$ cat src/rtl/button_event_fifo_if.sv
// Consumer-side event handshake of the button event FIFO.
// The FIFO is the master. It drives the head code and the valid flag.
// The consumer (slave) answers with ready.
interface button_event_fifo_if #(
  parameter int CODE_W = 3
) ();
  logic [CODE_W-1:0] evt_code;
  logic              evt_valid;
  logic              evt_ready;

  modport master (
    output evt_code,
    output evt_valid,
    input  evt_ready
  );

  modport slave (
    input  evt_code,
    input  evt_valid,
    output evt_ready
  );
endinterface

$ cat src/rtl/button_event_fifo.sv
// Button event FIFO.
// Each debounced button flag is synchronised into the clk domain and edge
// detected. Every rising edge becomes a pending request. Pending requests
// drain into a small show-ahead FIFO, lowest button index first and one per
// cycle. The consumer pops entries with a valid/ready handshake. A press that
// arrives while the same button still has an undelivered pending press is
// dropped and recorded in a sticky overflow flag.
module button_event_fifo #(
  parameter int NBTN   = 5,
  parameter int DEPTH  = 4,
  parameter int CODE_W = 3
) (
  input  logic                     clk,
  input  logic                     rst,
  input  logic [NBTN-1:0]          btn_in,
  button_event_fifo_if.master      evt,
  output logic [$clog2(DEPTH):0]   evt_count,
  output logic                     overflow,
  input  logic                     overflow_clr
);

  localparam int PTR_W = $clog2(DEPTH);
  localparam int CNT_W = PTR_W + 1;

  logic [NBTN-1:0]   s1, s2, s3;
  logic [NBTN-1:0]   rise;
  logic [NBTN-1:0]   pend;
  logic [NBTN-1:0]   sel_mask;
  logic [CODE_W-1:0] sel;
  logic [CODE_W-1:0] mem [DEPTH];
  logic [PTR_W-1:0]  wptr, rptr;
  logic [CNT_W-1:0]  count;
  logic              valid;
  logic              full;
  logic              push;
  logic              pop;
  logic              ov_set;

  // Two-flop synchroniser followed by the edge-history flop. All three reset to 0
  // so that a button held through reset release still produces one event.
  always_ff @(posedge clk or negedge rst) begin
    if (!rst) begin
      s1 <= '0;
      s2 <= '0;
      s3 <= '0;
    end else begin
      s1 <= btn_in;
      s2 <= s1;
      s3 <= s2;
    end
  end

  assign rise = s2 & ~s3;

  // Priority pick of the lowest pending button index.
  always_comb begin
    sel = '0;
    for (int i = NBTN - 1; i >= 0; i--) begin
      if (pend[i]) sel = CODE_W'(i);
    end
  end

  assign valid    = (count != '0);
  assign full     = (count == CNT_W'(DEPTH));
  assign pop      = valid && evt.evt_ready;
  assign push     = (pend != '0) && (!full || pop);
  assign sel_mask = push ? (NBTN'(1) << sel) : '0;
  assign ov_set   = |(rise & pend & ~sel_mask);

  // Pending mask: the pushed request leaves, and new rises join. A rise on a bit
  // that is still pending leaves it set, which keeps the older press.
  always_ff @(posedge clk or negedge rst) begin
    if (!rst) pend <= '0;
    else      pend <= (pend & ~sel_mask) | rise;
  end

  // Storage array. It has no reset because its contents are only visible through the valid-masked head.
  always_ff @(posedge clk) begin
    if (push) mem[wptr] <= sel;
  end

  // Read/write pointers and occupancy count. The pointers wrap naturally at a power-of-two depth.
  always_ff @(posedge clk or negedge rst) begin
    if (!rst) begin
      wptr  <= '0;
      rptr  <= '0;
      count <= '0;
    end else begin
      if (push) wptr <= wptr + PTR_W'(1);
      if (pop)  rptr <= rptr + PTR_W'(1);
      case ({push, pop})
        2'b10:   count <= count + CNT_W'(1);
        2'b01:   count <= count - CNT_W'(1);
        default: count <= count;
      endcase
    end
  end

  // Sticky overflow. A dropped press in the same cycle as a clear keeps the flag set.
  always_ff @(posedge clk or negedge rst) begin
    if (!rst)              overflow <= 1'b0;
    else if (ov_set)       overflow <= 1'b1;
    else if (overflow_clr) overflow <= 1'b0;
  end

  assign evt.evt_valid = valid;
  assign evt.evt_code  = valid ? mem[rptr] : '0;
  assign evt_count     = count;

endmodule

$ cat src/flat_wrapper.sv
// flat-port wrapper written by rule: the top's interface ports become plain ports
module button_event_fifo_flat 
#(
  parameter int NBTN   = 5,
  parameter int DEPTH  = 4,
  parameter int CODE_W = 3
)
  (clk, rst, btn_in, evt_count, overflow, overflow_clr, evt_evt_code, evt_evt_valid, evt_evt_ready);
  button_event_fifo_if #(.CODE_W(CODE_W)) evt_i ();
  input  logic clk;
  input  logic rst;
  input  logic [NBTN-1:0] btn_in;
  output logic [$clog2(DEPTH):0] evt_count;
  output logic overflow;
  input  logic overflow_clr;
  output wire logic [$bits(evt_i.evt_code)-1:0] evt_evt_code;
  output wire logic [$bits(evt_i.evt_valid)-1:0] evt_evt_valid;
  input wire logic [$bits(evt_i.evt_ready)-1:0] evt_evt_ready;
  assign evt_evt_code = evt_i.evt_code;
  assign evt_evt_valid = evt_i.evt_valid;
  assign evt_i.evt_ready = evt_evt_ready;
  button_event_fifo #(.NBTN(NBTN), .DEPTH(DEPTH), .CODE_W(CODE_W)) u_core (.clk(clk), .rst(rst), .btn_in(btn_in), .evt(evt_i), .evt_count(evt_count), .overflow(overflow), .overflow_clr(overflow_clr));
endmodule
$ cat config.mk
export PLATFORM = sky130hd
export DESIGN_NAME = button_event_fifo_flat
export DESIGN_NICKNAME = d
export VERILOG_FILES = /design/src/rtl/button_event_fifo_if.sv /design/src/rtl/button_event_fifo.sv /design/src/flat_wrapper.sv
export SDC_FILE = /design/constraint.sdc
export NUM_CORES = 1
export LEC_CHECK = 0
export ABC_AREA = 1
export CAP_MARGIN = 20
export CORE_MARGIN = 3
export CORE_UTILIZATION = 56
export DETAILED_ROUTE_END_ITERATION = 8
export GPL_TIMING_DRIVEN = 0
export PLACE_DENSITY = 0.87
export SLEW_MARGIN = 5
export SYNTH_ARGS = -nofsm -noshare
export SYNTH_HDL_FRONTEND = slang
export SYNTH_SLANG_ARGS = --single-unit
$ cat constraint.sdc
create_clock -name clk -period 2.3 [get_ports clk]
set_input_delay 0.46 -clock clk [delete_from_list [all_inputs] [get_ports clk]]
set_output_delay 0.46 -clock clk [all_outputs]
set_load 0.02 [all_outputs]
* Word-level counts from Yosys, hierarchy flattened
Memories as Yosys holds them, arrays and structs flattened. Cells that the tools add are included.
Word-level totals: memories kept 1, bits in registers 28, output and inout bits 8, bits of input ports 9, memory bits (writable) 12, word-level logic and storage cells 45
Cells by class: bitwise gates (word level) 7, mux-type cells 12, equality and inequality tests 3, shift-type cells 1, reduce and logical (&&, ||, !) cells 9, add/subtract/negate cells 4
Memories:
- u_core.mem | words 4, bits a word 3, read ports 1, clocked after Yosys merged registers in 0, write ports 1, RTL line button_event_fifo.sv:30 | logic [CODE_W-1:0] mem [DEPTH];
Operators with widths (count):
- $and A5 B5 Y5 | 4
- $mux W3 | 6
- $not A5 Y5 | 2
- $pmux W3 S2 | 1
- $mux W5 | 1
- $or A5 B5 Y5 | 1
- $reduce_bool A5 Y1 | 1
- $reduce_or A5 Y1 | 1
- $shl A1 B3 Y5 const A | 1
- $add A2 B1 Y2 const B | 2
- $mux W1 | 4
- $reduce_bool A2 Y1 | 2
- $add A3 B1 Y3 const B | 1
- $eq A3 B3 Y1 const B | 1
- $reduce_bool A3 Y1 | 1
- $sub A3 B1 Y3 const B | 1
- $eq A2 B1 Y1 const B | 1
- $eq A2 B2 Y1 const B | 1
- $logic_and A1 B1 Y1 | 2
- $logic_not A1 Y1 | 1
- $logic_or A1 B1 Y1 | 1

* Depth between registers and ports, before layout
Gate-level depths: netlist of run 1.
depth after elaboration 11, gate-level depth with buffers 11, gate-level depth less buffers 11

* Least setup slack after synthesis of run 1
Ideal clock, no wire load.
kind register -> register, start point register u_core.count[0], in the netlist u_core.evt_count[0], end point register u_core.count[2], in the netlist u_core.evt_count[2], cell stages (with the launch flop) 10, required time 2183 ps, arrival time 1613 ps, path buffers 0, path slack 570 ps, clock period less this slack 1730 ps, library setup time 117 ps, cell sequence dfrtp_1 > nor2_4 > nand2_4 > nand2_8 > nand2_4 > fa_1 > inv_1 > nand4_1 > nand3_1 > nand2_1
On the way: word-level cells in the longest chain between the ends 6, elaborated cells on any way between the ends 12, classes of those cells 2 x add/sub; 3 x eq/ne; 1 x mux; 6 x reduce/logical
RTL lines:
- start, declared | RTL line button_event_fifo.sv:32 | logic [CNT_W-1:0] count;
- start signal, assigned | RTL line button_event_fifo.sv:92 | 2'b10: count <= count + CNT_W'(1);
- start signal, assigned | RTL line button_event_fifo.sv:93 | 2'b01: count <= count - CNT_W'(1);
- start signal, assigned | RTL line button_event_fifo.sv:94 | default: count <= count;
- $eq A3 B3 Y1 / $reduce_bool A3 Y1 (equally long branches) | RTL line button_event_fifo.sv:64, button_event_fifo.sv:63
- $logic_not A1 Y1 / $logic_and A1 B1 Y1 (equally long branches) | RTL line button_event_fifo.sv:66, button_event_fifo.sv:65
- $logic_or A1 B1 Y1 | RTL line button_event_fifo.sv:66 | assign push = (pend != '0) && (!full || pop);
- $logic_and A1 B1 Y1 | RTL line button_event_fifo.sv:66
- $eq A2 B1 Y1 / $eq A2 B2 Y1 (equally long branches) | RTL line button_event_fifo.sv:91 | case ({push, pop})
- $pmux W3 S2 / $reduce_bool A2 Y1 (equally long branches)
Parallel ways exist; a longest one is shown, timed or not. A chain may end at the register's enable or synchronous reset.

* Final worst setup path of run 1
start point register u_core.rptr[0], end point output evt_evt_code[0]
On the way: word-level cells in the longest chain between the ends 2
RTL lines:
- start, declared | RTL line button_event_fifo.sv:31 | logic [PTR_W-1:0] wptr, rptr;
- start signal, assigned | RTL line button_event_fifo.sv:90 | if (pop) rptr <= rptr + PTR_W'(1);
- $mem_v2 Z4 W3
- $mux W3 | RTL line button_event_fifo.sv:107 | assign evt.evt_code = valid ? mem[rptr] : '0;
- end, declared | RTL line flat_wrapper.sv:16 | output wire logic [$bits(evt_i.evt_code)-1:0] evt_evt_code;
Every way passes these cells.

==> impl_metrics.yaml, run 1 <==
power_and_ir_drop:
  leakagePower_nw: 1.02
  sw_frac_of_total_pct: 40.2
  p_per_area_nw_per_um2: 1270
  power.switching_mw: 1.05
  p_int_mw: 1.56
  power_mw: 2.61
  comb_power_share_pct: 42.4
  clkPwrFrac_pct: 13.5
  power_frac_seq_pct: 44.1
  ir_drop_v: 0.000518
grt:
  met1_usage_pct: 18.4
  globalRouteMet2Util_pct: 31.0
  grt_max_degree: 16
  grt_busiest_layer: "met2"
  antenna_found_initial: 0
  met3_usage_pct: 3.78
  grt_pass1_wl_mm: 5.30
  grt_overflow_total: 0
  track_usage_pct: 17.2
  grt_pass1_vias: 1285
timing:
  worst_slack_ps: 200
  rsz0062_at_grt: "false"
  worst_pin_slew_ps: 696
  finalHoldViolCount: 0
  slew_violations: 0
  finalCriticalPeriod_ps: 2100
  finalCritPeriodShare_pct: 91.3
  skew_ps: 13.4
  holdWs_ps: 361
  setup-tns-final_ps: 0
  timing.fmax_mhz: 476
  setup_violations: 0
  slew_headroom_pct: 53.4
synthesis:
  synth_cells: 175
  ys_types: 23
  synth-simple-area-share_pct: 24.4
  synthAdderAreaFrac_pct: 3.93
  synth.area.mux_share_pct: 0
  synth_top_family_by_area: "simple AND/OR/NAND/NOR gates"
  ys_seq_area_share_pct: 59.6
  synth-compound-area-share_pct: 3.65
  syn_avg_cell_area_um2: 10.2
  synth_nets: 189
  ys_ff_latch: 40
  yosys_warnings: 0
  synth-xor-area-share_pct: 1.90
  syn-cell-area_um2: 1780
clock_tree:
  htree_levels: 2
  path_clk_slew_ps: 110
  root_buffer: "clkbuf_4"
  clock_latency_ps: 340
  cts_sinks: 40
  ctsLongestPathBuffers: 2
  cts_tree: "yes"
  hold_buffers: 0
  cts_buffers: 5
setup_path:
  cp_max_fo: 8
  cp.arrival_ps: 1640
  r2r-end: "u_core.evt_count[2]"
  r2r-start: "u_core.evt_count[0]"
  cp.required_ps: 1840
  worstRegToRegCells: 10
  ff2ff_setup_slack_ps: 450
  crit_path_start_kind: "flop"
  path_class: "flop to output pin"
  end_kind: "output pin"
routing:
  num_vias: 1197
  drc: 0
  via_per_inst: 4.95
  drtIter0Drc: 91
  final_antenna_net_count: 0
  routed_wirelength_mm: 2.91
  wl_per_cell_um: 12.0
  drtPass1Iterations: 4
flow_run:
  drv_cap: 0
hold_path:
  hold_class: "flop to flop"
  min_to: "u_core.s2[0]"
  hold_start: "u_core.s1[0]"
  hold_depth: 0
die:
  num_rows: 19
  initial_core_util_pct: 61.4
  die_width_um: 62.4
  die_h_um: 62.4
  dieArea_um2: 3890
  fp.coreArea_um2: 2900
  ios: 17
final_layout:
  fin_nets: 213
  final_cells: 242
  final_core_util_pct: 71.2
  area_delta_synth_final_pct: 15.9
  final_layout_size_suffix_gt1_share_pct: 13.0
  post-route-cell-area_um2: 2060
  diodes: 0
place:
  globalplace.congestion: 0.868
  placed_cell_area_um2: 2010
  post-place-ws_ps: 7.55
  place_inst: 234
  port_buffers: 16
  hpwl_mm: 2.24
status:
  status: "complete, no violations"
## sequential cells by signal, indices dropped and copies added (netlist names)
| register | cells |
|---|---|
| u_core.wptr | 2 |
| u_core.mem | 12 |
| u_core.pend | 5 |
| u_core.s1 | 5 |
| u_core.s2 | 5 |
| u_core.overflow | 1 |
| u_core.s3 | 5 |
| u_core.evt_count | 3 |
| u_core.rptr | 2 |
## kinds of logic (layout without fill, tap and decap cells)
kind of cell	count (synthesis)	in the layout
flip-flops	40	40
AO/OA/AOI/OAI	13	13
adder cells (fa/ha/maj)	5	5
AND/OR/NAND/NOR	83	83
XOR/XNOR	3	3
buffers and inverters	31	56
## final cells by class
| type | count | area [um^2] |
|---|---|---|
| buffer | 1 | 5.00 |
| clock buffer | 8 | 58.8 |
| fill | 222 | 836 |
| inverter | 30 | 113 |
| multi-input combinational | 104 | 603 |
| sequential | 40 | 1060 |
| tap | 42 | 52.6 |
| timing repair buffer | 17 | 171 |
## worst max-delay path by stage
stage,startpoint,end,depth (start not counted)
floorplan,u_core.evt_count[0],u_core.evt_count[2],9
global placement,evt_evt_ready,u_core.evt_count[2],10
detailed placement,evt_evt_ready,u_core.evt_count[2],10
CTS,u_core.rptr[0],evt_evt_code[0],5
global route,u_core.rptr[0],evt_evt_code[0],5
finish,u_core.rptr[0],evt_evt_code[0],5
## power groups by stage
stage          combinational, mW  clock, mW  sequential [mW]
4_1_cts                     1.12      0.364             1.15
6_report                    1.11      0.352             1.15
2_1_floorplan              0.752          0             1.17
5_1_grt                     1.26      0.401             1.18
3_3_place_gp                1.08          0             1.15
3_5_place_dp                1.14          0             1.17
## metal layers
layer  share of wire, %  wire (um)  up-vias
li1                   -          -      587
met1                 38       1110      569
met2                 54       1580       35
met3                5.6        163        6
met4                1.9         56        0
met5                  0          0        -
## worst max-delay path, stage by stage, from the launching register on
cell,delay [ps]
dfrtp_1,370
buf_2,160
inv_1,150
o21ai_0,130
a21oi_1,150
dlygate4sd2_1,340
## placed cells by master (no fill, tap or decap), types with 2 or more instances in the layout
master,netlist,layout
dlygate4sd2_1,0,3
nor2_1,28,28
nand2_4,5,5
a21oi_1,4,4
nand3_1,9,9
xor2_1,2,2
nand4_1,2,2
nor2_4,3,3
nor2_2,3,3
edfxtp_1,12,12
clkbuf_4,0,5
clkdlybuf4s50_1,0,13
inv_2,2,2
inv_1,28,28
o21ai_0,8,8
dfrtp_1,28,28
clkbuf_1,0,2
nand2_1,29,29
ha_1,4,4
## synth_stat cells, drive strengths merged
library cell | number | area share, %
nand2 | 36 | 11
nor2 | 34 | 8.8
inv | 30 | 6.3
dfrtp | 28 | 39
edfxtp | 12 | 20
nand3 | 11 | 4.1
o21ai | 9 | 2.5
a21oi | 4 | 1.1
ha | 4 | 2.8
xor2 | 3 | 1.9
nand4 | 2 | 0.70
buf | 1 | 0.28
fa | 1 | 1.1
## what timing repair did
action,in CTS,in global routing
buffers inserted,0,0
gates resized for setup,3,0
setup endpoints to repair,3,0
Power figures use the tool's default switching activity.
==> run 2: changes to the inputs <==
--- a/config.mk
+++ b/config.mk
@@ -12,6 +12,7 @@
 export DETAILED_ROUTE_END_ITERATION = 8
 export GPL_TIMING_DRIVEN = 0
 export PLACE_DENSITY = 0.87
+export REMOVE_ABC_BUFFERS = 1
 export SLEW_MARGIN = 5
 export SYNTH_ARGS = -nofsm -noshare
 export SYNTH_HDL_FRONTEND = slang
==> impl_metrics.yaml, run 2 (synthesis gave the netlist of run 1 again) <==
final_layout:
  layout_common_cells: "nand2_1, inv_1, nor2_1, dfrtp_1, clkdlybuf4s50_1"
  area_delta_synth_final_pct: 16.2
  num-fill-cells: 214
  regArea_um2: 1060
  regMostFlops: "u_core.mem"
  fin_nets: 212
  final_layout_size_suffix_gt1_share_pct: 13.1
  largest_reg_flops: 12
  post-route-cell-area_um2: 2070
  diodes: 0
  final_common_cell: "nand2_1"
  multi_input_area_um2: 603
clock_tree:
  clock_latency_ps: 350
  ctsLongestPathBuffers: 2
  root_buffer: "clkbuf_4"
  hold_buffers: 0
  cts_tree: "yes"
  cts_sinks: 40
  cts_setup_buffers: 0
  path_clk_slew_ps: 130
  cts_buffers: 5
  htree_levels: 2
timing:
  skew_ps: 21.0
  setup-tns-final_ps: 0
  timing.fmax_mhz: 476
  worst_pin_slew_ps: 687
  setup_violations: 0
  finalHoldViolCount: 0
  slew_violations: 0
  rsz0062_at_grt: "false"
  slew_headroom_pct: 54.0
  finalCriticalPeriod_ps: 2100
  finalCritPeriodShare_pct: 91.3
routing:
  num_vias: 1226
  drtIter0Drc: 98
  drc: 0
  wl_per_cell_um: 13.0
  final_antenna_net_count: 0
  drtPass1Iterations: 4
  routed_wirelength_mm: 3.14
  via_per_inst: 5.09
power_and_ir_drop:
  leakagePower_nw: 1.02
  p_per_area_nw_per_um2: 1290
  power_mw: 2.67
  ir_drop_v: 0.000572
die:
  die_width_um: 62.4
  ios: 17
  initial_core_util_pct: 61.4
  dieArea_um2: 3890
  fp.coreArea_um2: 2900
  die_h_um: 62.4
  num_rows: 19
place:
  globalplace.congestion: 0.874
  port_buffers: 16
  placed_cell_area_um2: 2000
  hpwl_mm: 2.15
setup_path:
  cp-startpoint: "u_core.rptr[0]"
  cp.arrival_ps: 1640
  r2r-start: "u_core.evt_count[0]"
  path_class: "flop to output pin"
  cp.required_ps: 1840
  crit_path_start_kind: "flop"
  end_kind: "output pin"
  cp_max_fo: 8
grt:
  grt_pass1_vias: 1236
  track_usage_pct: 19.0
  antenna_found_initial: 0
  grt_max_degree: 16
  grt_pass1_wl_mm: 5.61
  grt_overflow_total: 0
status:
  status: "complete, no violations"
hold_path:
  hold_class: "flop to flop"
  hold_start: "u_core.s1[4]"
flow_run:
  drv_cap: 0
## run 2: changes by cell type in the layout (fill, tap and decap cells not counted)
cell / change
buf_2: -1
clkbuf_1: -1
clkbuf_8: +1
## run 2: cell type report
class | instances | share of cell area, %
clock buffer | 8 | 3.33
inverter | 30 | 5.44
multi-input combinational | 104 | 29.1
sequential | 40 | 51.3
tap | 42 | 2.54
timing repair buffer | 17 | 8.28
## run 2: through the flow
stage	hold WS, ps	util, %	setup WS (ps)	instances
after floorplan	164	-	570	174
after global placement	334	68.6	92.4	232
after detailed placement	340	69.1	18.5	233
after CTS	363	71.4	186	241
after global routing	369	71.4	56.7	241
final	353	71.4	200	241
## run 2: worst max-delay path: stages, from the launching register on
cell and delay (ps):
dfrtp_1 490, inv_1 150, o21ai_0 230, a21oi_1 90
dlygate4sd2_1 320
## run 2: power by group
group          switching (mW)  internal, mW
clock                   0.214         0.180
combinational           0.690         0.409
sequential              0.179         0.997
## run 2: what timing repair did
item,4_1_cts,5_1_grt
gates resized for setup,3,0
endpoints found under the hold margin,0,0
setup endpoints to repair,3,0
## run 2: per-layer routing
layer	global-route usage, %	up-vias	routed length (um)
met5	0	-	0
met4	10.7	0	110
met3	4.86	14	243
met2	32.8	48	1590
met1	21.3	578	1190
li1	-	586	-
## run 2: path summary, 6_finish.rpt
check | to | slack (ps) | depth (start not counted)
setup / recovery | evt_evt_code[0] | 200 | 4
hold / removal | u_core.s2[4] | 350 | 0
max in group asynchronous | u_core.s3[3] | 1240 | 2
hold reg to reg | u_core.s2[4] | 350 | 0
min in group asynchronous | u_core.rptr[1] | 510 | 1
setup reg to reg | u_core.evt_count[2] | 500 | 9
==> run 3: changes to the inputs <==
--- a/config.mk
+++ b/config.mk
@@ -9,11 +9,11 @@
 export CAP_MARGIN = 20
 export CORE_MARGIN = 3
 export CORE_UTILIZATION = 56
+export CTS_CLUSTER_DIAMETER = 60
 export DETAILED_ROUTE_END_ITERATION = 8
 export GPL_TIMING_DRIVEN = 0
 export PLACE_DENSITY = 0.87
 export REMOVE_ABC_BUFFERS = 1
-export SLEW_MARGIN = 5
 export SYNTH_ARGS = -nofsm -noshare
 export SYNTH_HDL_FRONTEND = slang
 export SYNTH_SLANG_ARGS = --single-unit
==> results of run 3 <==
No change in the layout: final DEF, timing and power equal those of run 2.
